===== config.mk =====
export PLATFORM = sky130hd
export DESIGN_NAME = predecode_sdr_seq
export DESIGN_NICKNAME = d
export VERILOG_FILES = /design/src/rtl/predecode_sdr_seq.sv
export SDC_FILE = /design/constraint.sdc
export NUM_CORES = 1
export LEC_CHECK = 0
export CAP_MARGIN = 20
export CORE_MARGIN = 3
export CORE_UTILIZATION = 33
export CTS_BUF_LIST = sky130_fd_sc_hd__clkbuf_4 sky130_fd_sc_hd__clkbuf_8
export CTS_CLUSTER_SIZE = 24
export DETAILED_ROUTE_END_ITERATION = 10
export PLACE_DENSITY = 0.76
export SLEW_MARGIN = 5
export SYNTH_ARGS = -nofsm -noshare
export SYNTH_HDL_FRONTEND = slang
export SYNTH_SLANG_ARGS = --single-unit

===== constraint.sdc =====
create_clock -name clk -period 1 [get_ports clk]
set_input_delay 0.15 -clock clk [delete_from_list [all_inputs] [get_ports clk]]
set_output_delay 0.15 -clock clk [all_outputs]
set_load 0.01 [all_outputs]

===== src/rtl/predecode_sdr_seq.sv =====
// Registered SDR row predecoder with timed word-line strobes; optional burst via `PREDECODE_BURST_EN.
// Latency: predecode valid and first strobe 1 cycle after accept; 1-cycle RECOVER gap between beats.
// Backpressure: req_ready only in IDLE; enable=0 stalls the current beat without losing it.
module predecode_sdr_seq #(
  parameter int ADDR_BITS     = 5,
  parameter int STROBE_CYCLES = 1,
  parameter int BURST_BITS    = 3,
  parameter int NPAIR         = (ADDR_BITS - 1) / 2
) (
  input  logic                   clk,
  input  logic                   reset_n,
  input  logic                   req_valid,
  output logic                   req_ready,
  input  logic [0:ADDR_BITS-1]   req_addr,
  input  logic [BURST_BITS-1:0]  req_burst,
  input  logic                   enable,
  output logic                   c_na0,
  output logic                   c_a0,
  output logic [0:4*NPAIR-1]     pd_pair,
  output logic [1:0]             pd_tail,
  output logic                   beat_done,
  output logic                   busy
);

  localparam int SCW = (STROBE_CYCLES > 1) ? $clog2(STROBE_CYCLES) : 1;
  localparam logic [SCW-1:0] SC_LAST = SCW'(STROBE_CYCLES - 1);

  typedef enum logic [1:0] {IDLE, ACTIVE, RECOVER} state_t;

  state_t               state_q, state_d;
  logic [0:ADDR_BITS-1] addr_q;
  logic [SCW-1:0]       sc_q;
  logic                 pd_valid_q;
  logic                 accept, strobe, recover;

`ifdef PREDECODE_BURST_EN
  logic [BURST_BITS-1:0] beats_q;
  logic                  more_beats;
  assign more_beats = (beats_q != '0);
`else
  logic unused_burst;
  assign unused_burst = ^req_burst;
`endif

  always_comb begin
    state_d   = state_q;
    req_ready = 1'b0;
    accept    = 1'b0;
    strobe    = 1'b0;
    beat_done = 1'b0;
    recover   = 1'b0;
    case (state_q)
      IDLE: begin
        req_ready = 1'b1;
        if (req_valid) begin
          accept  = 1'b1;
          state_d = ACTIVE;
        end
      end
      ACTIVE: begin
        // enable low freezes the beat: no strobe, no count, no completion
        if (enable) begin
          strobe = 1'b1;
          if (sc_q == SC_LAST) begin
            beat_done = 1'b1;
`ifdef PREDECODE_BURST_EN
            state_d = more_beats ? RECOVER : IDLE;
`else
            state_d = IDLE;
`endif
          end
        end
      end
`ifdef PREDECODE_BURST_EN
      RECOVER: begin
        recover = 1'b1;
        state_d = ACTIVE;
      end
`endif
      default: state_d = IDLE;
    endcase
  end

  always_ff @(posedge clk or negedge reset_n) begin
    if (!reset_n) begin
      state_q    <= IDLE;
      addr_q     <= '0;
      sc_q       <= '0;
      pd_valid_q <= 1'b0;
`ifdef PREDECODE_BURST_EN
      beats_q    <= '0;
`endif
    end else begin
      state_q <= state_d;
      if (accept) begin
        addr_q     <= req_addr;
        sc_q       <= '0;
        pd_valid_q <= 1'b1;
`ifdef PREDECODE_BURST_EN
        beats_q    <= req_burst;
`endif
      end else if (strobe) begin
        sc_q <= sc_q + SCW'(1);
      end else if (recover) begin
        sc_q <= '0;
`ifdef PREDECODE_BURST_EN
        // leftmost bit is the MSB, so plain addition wraps through bit 0
        addr_q  <= addr_q + ADDR_BITS'(1);
        beats_q <= beats_q - BURST_BITS'(1);
`endif
      end
    end
  end

  assign busy  = (state_q != IDLE);
  assign c_na0 = strobe & ~addr_q[0];
  assign c_a0  = strobe &  addr_q[0];

  for (genvar k = 0; k < NPAIR; k++) begin : g_pair
    logic hi, lo;
    assign hi = addr_q[2*k+1];
    assign lo = addr_q[2*k+2];
    assign pd_pair[4*k+0] = pd_valid_q & ~hi & ~lo;
    assign pd_pair[4*k+1] = pd_valid_q & ~hi &  lo;
    assign pd_pair[4*k+2] = pd_valid_q &  hi & ~lo;
    assign pd_pair[4*k+3] = pd_valid_q &  hi &  lo;
  end

  if (((ADDR_BITS - 1) % 2) == 1) begin : g_tail
    assign pd_tail = {pd_valid_q & ~addr_q[ADDR_BITS-1], pd_valid_q & addr_q[ADDR_BITS-1]};
  end else begin : g_no_tail
    assign pd_tail = 2'b00;
  end

endmodule


=== Yosys cells after proc, flatten, opt, wreduce, memory -nomap -nowiden ===
Cells that the tools add are included.

* Flip-flop bits (word level): 9
* Bits of input ports: 12
* Word-level logic and storage cells: 46

* Add/subtract/negate cells: 1
* Equal/unequal tests: 4
* Muxes and demuxes: 14
* Bitwise logic cells: 19
* Reductions and logical operators: 4

{| class="wikitable"
|+ Operators with widths
! cell !! number
|-
| $and 1x1->1 || 14
|-
| $mux 1 || 10
|-
| $mux 2 || 3
|-
| $ne 2x2->1 const B || 3
|-
| $not 1->1 || 5
|-
| $pmux 2 s2 || 1
|-
| $reduce_bool 2->1 || 2
|-
| $reduce_and 3->1 || 1
|-
| $eq 2x1->1 const B || 1
|-
| $logic_not 2->1 || 1
|-
| $add 1x1->1 const B || 1
|}

=== Longest topological paths before layout ===
Gate-level depths: netlist of the first run.

* Word-level depth: 4
* Mapped depth: 3
* Depth with buffers taken out: 2

=== Least setup slack after synthesis of the first run ===
Ideal clock, no wire load.

* Path kind: reg2reg
* Start: register state_q[0]
* End: register addr_q[0] (netlist bit)
* Arrival time: 1.014 ns
* Setup slack: -0.139 ns
* Cell stages (with the launch flop): 4
* Period minus slack after synthesis: 1.139 ns
* Cell sequence: dfrtp_1 -> nor2b_1 -> buf_6 -> mux2_4

* Cells in the longest elaborated chain, start to end: 2

{| class="wikitable"
|+ RTL lines
! element !! RTL line !! text
|-
| start: declaration || 30 || <nowiki>state_t state_q, state_d;</nowiki>
|-
| start signal: assignment || 94 || <nowiki>state_q <= state_d;</nowiki>
|-
| $logic_not 2->1 || 52 || <nowiki>case (state_q)</nowiki>
|-
| $mux 1 || 52 ||
|-
| end signal: assignment || 96 || <nowiki>addr_q <= req_addr;</nowiki>
|-
| end: declaration || 31 || <nowiki>logic [0:ADDR_BITS-1] addr_q;</nowiki>
|}

Every way passes these cells.
A chain may end at the register's enable or synchronous reset.

=== Worst setup path in the final report of the first run ===
* Start: register state_q[0]
* End: register addr_q[1] (netlist bit)

Same word-level chain as after synthesis.

==> metrics.log, run 1 <==
[metrics] peak supply drop: 1.55 mV
[metrics] number of instances in the synthesized netlist: 38
[metrics] area used by sequential logic in the layout: approximately 200 um^2
[metrics] count of vias placed by the detailed router: 436
[metrics] Worst Setup SP: state_q[0]$_DFFE_PN0P_
[metrics] cell at the root of the clock tree: sky130_fd_sc_hd__clkbuf_4
[metrics] Post-DP HPWL: roughly 700 um
[metrics] diodes inserted: 0
[metrics] horizontal extent of the die: ~42 um
[metrics] TritonCTS clock tree: done
[metrics] critical path class: reg2reg
[metrics] critical path peak fanout: 5
[metrics] DR WL/cell: 11.8 um
[metrics] total iterations of the first detailed-routing run: 1
[metrics] Power Density: between 2000 and 3000 mW/mm^2
[metrics] cell mode on critical path: sky130_fd_sc_hd__buf_6
[metrics] # Max-Cap Violations: 0
[metrics] status: complete, but fails checks
[metrics] min Tclk post-route: around 1.3 ns
[metrics] worst reg-to-reg path cell count: 4
[metrics] number of fill cells: slightly above 100
[metrics] number of warnings printed during yosys synthesis: 0
[metrics] residual DRC count: 0
[metrics] Critical-path top delay cell: sky130_fd_sc_hd__dfrtp_2
[metrics] ports placed on the boundary: 27
[metrics] multi-input combinational cell area: between 200 and 250 um^2
[metrics] mean area per synthesized cell: approximately 11 um^2
[metrics] RSZ-0062 raised after global routing: true
[metrics] portion of the clock cycle consumed by the worst path in the final layout: 1.25
[metrics] relative area change from synthesis to final layout: 95.4%
[metrics] final net count: between 90 and 100
[metrics] via count of the first global-routing pass: ~440
[metrics] Hold WC Path Type: in2async
[metrics] die area: 0.00178 mm^2
[metrics] Final TNS setup: -3.65 ns
[metrics] deepest clock path buffer count: 2
[metrics] Via density: roughly 4.5
[metrics] initial core utilization: 0.369
[metrics] final worst slack: -0.253 ns
[metrics] Peak Freq: between 700 and 800 MHz
[metrics] global-route total usage across every layer: 0.130
[metrics] first-pass GRT wire length: around 1.7 mm
[metrics] number of distinct library cells after synthesis: 18
[metrics] violations in the final reports: negative setup slack
[metrics] delay of the slowest cell on the worst path: approximately 0.43 ns
[metrics] crit path capture type: flop
[metrics] TritonCTS Buffers: 3
[metrics] element type at the critical path start: flop
[metrics] layout cells sized above 1: 0.634
[metrics] area of the mapped netlist: ~430 um^2
[metrics] die outline height: around 42 um
[metrics] CP arrival: 1.39 ns
[metrics] row cnt: 12
[metrics] Slew Viols, Final: 0
[metrics] GRT overflow: 0
[metrics] GPL Wtd Cong: 0.676
[metrics] pin count of the biggest net entering global routing: 9
[metrics] starting DRC count in detailed routing: 0
[metrics] leakage power figure: 0.000442 uW
[metrics] remaining antenna violation count: 0
[metrics] critical-path cell list: buf_6 > nor2b_4 > buf_6 > mux2_4
[metrics] hold slack final: ~0.17 ns
[metrics] Worst Clk Skew: roughly 0.0035 ns
[metrics] Worst-Skew Late Latency: ~0.25 ns
[metrics] Std-Cell Core Area: between 0.001 and 0.0015 mm^2
[metrics] final hold violation count: 0
[metrics] clock tree sinks: 8
[metrics] Total Routed Length: 1.13 mm
[metrics] fraction of the yosys area taken by sequential cells: 0.464
[metrics] number of buffers inserted for hold repair after clock tree synthesis: 0
[metrics] number of antenna violations at the first check in global routing: 0
[metrics] final setup violation count: 20
[metrics] clock edge transition at the registers on the reported setup and hold paths: around 0.060 ns
[metrics] H-tree levels: 1
[metrics] worst reg2reg path startpoint: state_q[0]$_DFFE_PN0P_
[metrics] #FFs+latches synth: 8
[metrics] Data required, critical path: about 1.1 ns
[metrics] Buffers on Ports: 21
## per-layer routing
layer  part of all wire  routed length (um)  global-route usage
met1               0.35                 398               0.102
met2               0.50                 559               0.255
met3               0.12                 132              0.0386
met4              0.034                  38              0.0932
met5                  0                   0                   0
## worst max-delay path, delay by kind of cell (launching register included)
family / cells / cell delay (ns)
buffers and inverters: 2 / 0.27
flip-flops: 1 / 0.43
multiplexers: 1 / 0.29
AND/OR/NAND/NOR: 1 / 0.13
## per-stage QoR
step	total power, uW	worst slack (ns)	cells	instance area (um^2)	utilization
3_5_place_dp	1920	-0.516	81	713	0.609
4_1_cts	2320	-0.235	94	787	0.672
5_1_grt	2670	-0.299	96	843	0.720
2_1_floorplan	1180	-0.125	39	437	-
6_report	2490	-0.253	96	843	0.720
3_3_place_gp	1900	-0.496	81	713	0.609
## state kept, by name (all words and copies together), names as in the netlist
name        flops
state_q         1
pd_valid_q      1
addr_q          5
sc_q            1
## logic make-up after synthesis
kind of cell / count (synthesis) / synth area share
buffers and inverters: 4 / 0.0695
AND/OR/NAND/NOR: 17 / 0.232
other: 1 / 0.00869
flip-flops: 8 / 0.464
XOR/XNOR: 1 / 0.0203
AO/OA/AOI/OAI: 2 / 0.0319
multiplexers: 5 / 0.174
## layout make-up
cell class	count	area share
Timing Repair Buffer	42	0.417
Multi-Input combinational cell	27	0.283
Sequential cell	8	0.239
Clock buffer	4	0.0356
Tap cell	14	0.0208
Inverter	1	0.00445
## power breakdown
group,leakage [uW],switching [uW],internal (uW)
clock,0.0000184,112,180
sequential,0.0000898,133,472
combinational,0.000334,578,1020
## what timing repair did
item / in CTS / in global routing
pin swaps: 3 / 5
gates resized for setup: 64 / 11
setup endpoints to repair: 19 / 21
buffers inserted: 9 / 3
## synthesized netlist by cell type
cell	n	area [um^2]
sky130_fd_sc_hd__dfrtp_1	8	200
sky130_fd_sc_hd__mux2_4	5	75.1
sky130_fd_sc_hd__nor2_1	4	15.0
sky130_fd_sc_hd__nand2_1	3	11.3
sky130_fd_sc_hd__and3_1	2	12.5
sky130_fd_sc_hd__and3b_1	2	17.5
sky130_fd_sc_hd__buf_4	2	15.0
sky130_fd_sc_hd__nor3b_1	2	15.0
sky130_fd_sc_hd__and3_2	1	7.51
sky130_fd_sc_hd__buf_6	1	11.3
sky130_fd_sc_hd__conb_1	1	3.75
sky130_fd_sc_hd__inv_1	1	3.75
sky130_fd_sc_hd__nor2b_1	1	6.26
sky130_fd_sc_hd__o21ai_0	1	5.00
sky130_fd_sc_hd__o22a_1	1	8.76
sky130_fd_sc_hd__or2_2	1	6.26
sky130_fd_sc_hd__or3b_1	1	8.76
sky130_fd_sc_hd__xnor2_1	1	8.76
## path summary, 6_finish.rpt
check | endpoint | slack (ns)
max reg2reg | addr_q[1]$_DFFE_PN0P_ | -0.25
max | addr_q[1]$_DFFE_PN0P_ | -0.25
min reg2reg | state_q[0]$_DFFE_PN0P_ | 0.63
min | addr_q[4]$_DFFE_PN0P_ | 0.17
min in group clk | addr_q[0]$_DFFE_PN0P_ | 0.51
max in group asynchronous | state_q[0]$_DFFE_PN0P_ | 0.56
## placed cells by master (no fill, tap or decap)
cell | Yosys | final
sky130_fd_sc_hd__buf_2 | 0 | 10
sky130_fd_sc_hd__nand2_4 | 0 | 1
sky130_fd_sc_hd__o21ai_1 | 0 | 1
sky130_fd_sc_hd__conb_1 | 1 | 2
sky130_fd_sc_hd__nor3b_2 | 0 | 2
sky130_fd_sc_hd__dfrtp_1 | 8 | 7
sky130_fd_sc_hd__buf_6 | 1 | 11
sky130_fd_sc_hd__dfrtp_2 | 0 | 1
sky130_fd_sc_hd__nor2_1 | 4 | 3
sky130_fd_sc_hd__or3b_1 | 1 | 1
sky130_fd_sc_hd__buf_4 | 2 | 13
sky130_fd_sc_hd__or2_4 | 0 | 1
sky130_fd_sc_hd__o22a_1 | 1 | 1
sky130_fd_sc_hd__mux2_4 | 5 | 5
sky130_fd_sc_hd__clkbuf_4 | 0 | 4
sky130_fd_sc_hd__and3b_1 | 2 | 2
sky130_fd_sc_hd__and3_4 | 0 | 1
sky130_fd_sc_hd__clkdlybuf4s50_1 | 0 | 8
sky130_fd_sc_hd__and3_1 | 2 | 2
sky130_fd_sc_hd__inv_2 | 0 | 1
sky130_fd_sc_hd__nand2_1 | 3 | 2
sky130_fd_sc_hd__nor2_2 | 0 | 1
sky130_fd_sc_hd__nor2b_4 | 0 | 1
sky130_fd_sc_hd__xnor2_1 | 1 | 1
Power figures use the tool's default switching activity.
==> inputs of run 2 (changes only) <==
Settings changed: SKIP_LAST_GASP set to 1.
==> results of run 2 <==
Final layout, timing and power as in run 1 (identical DEF).
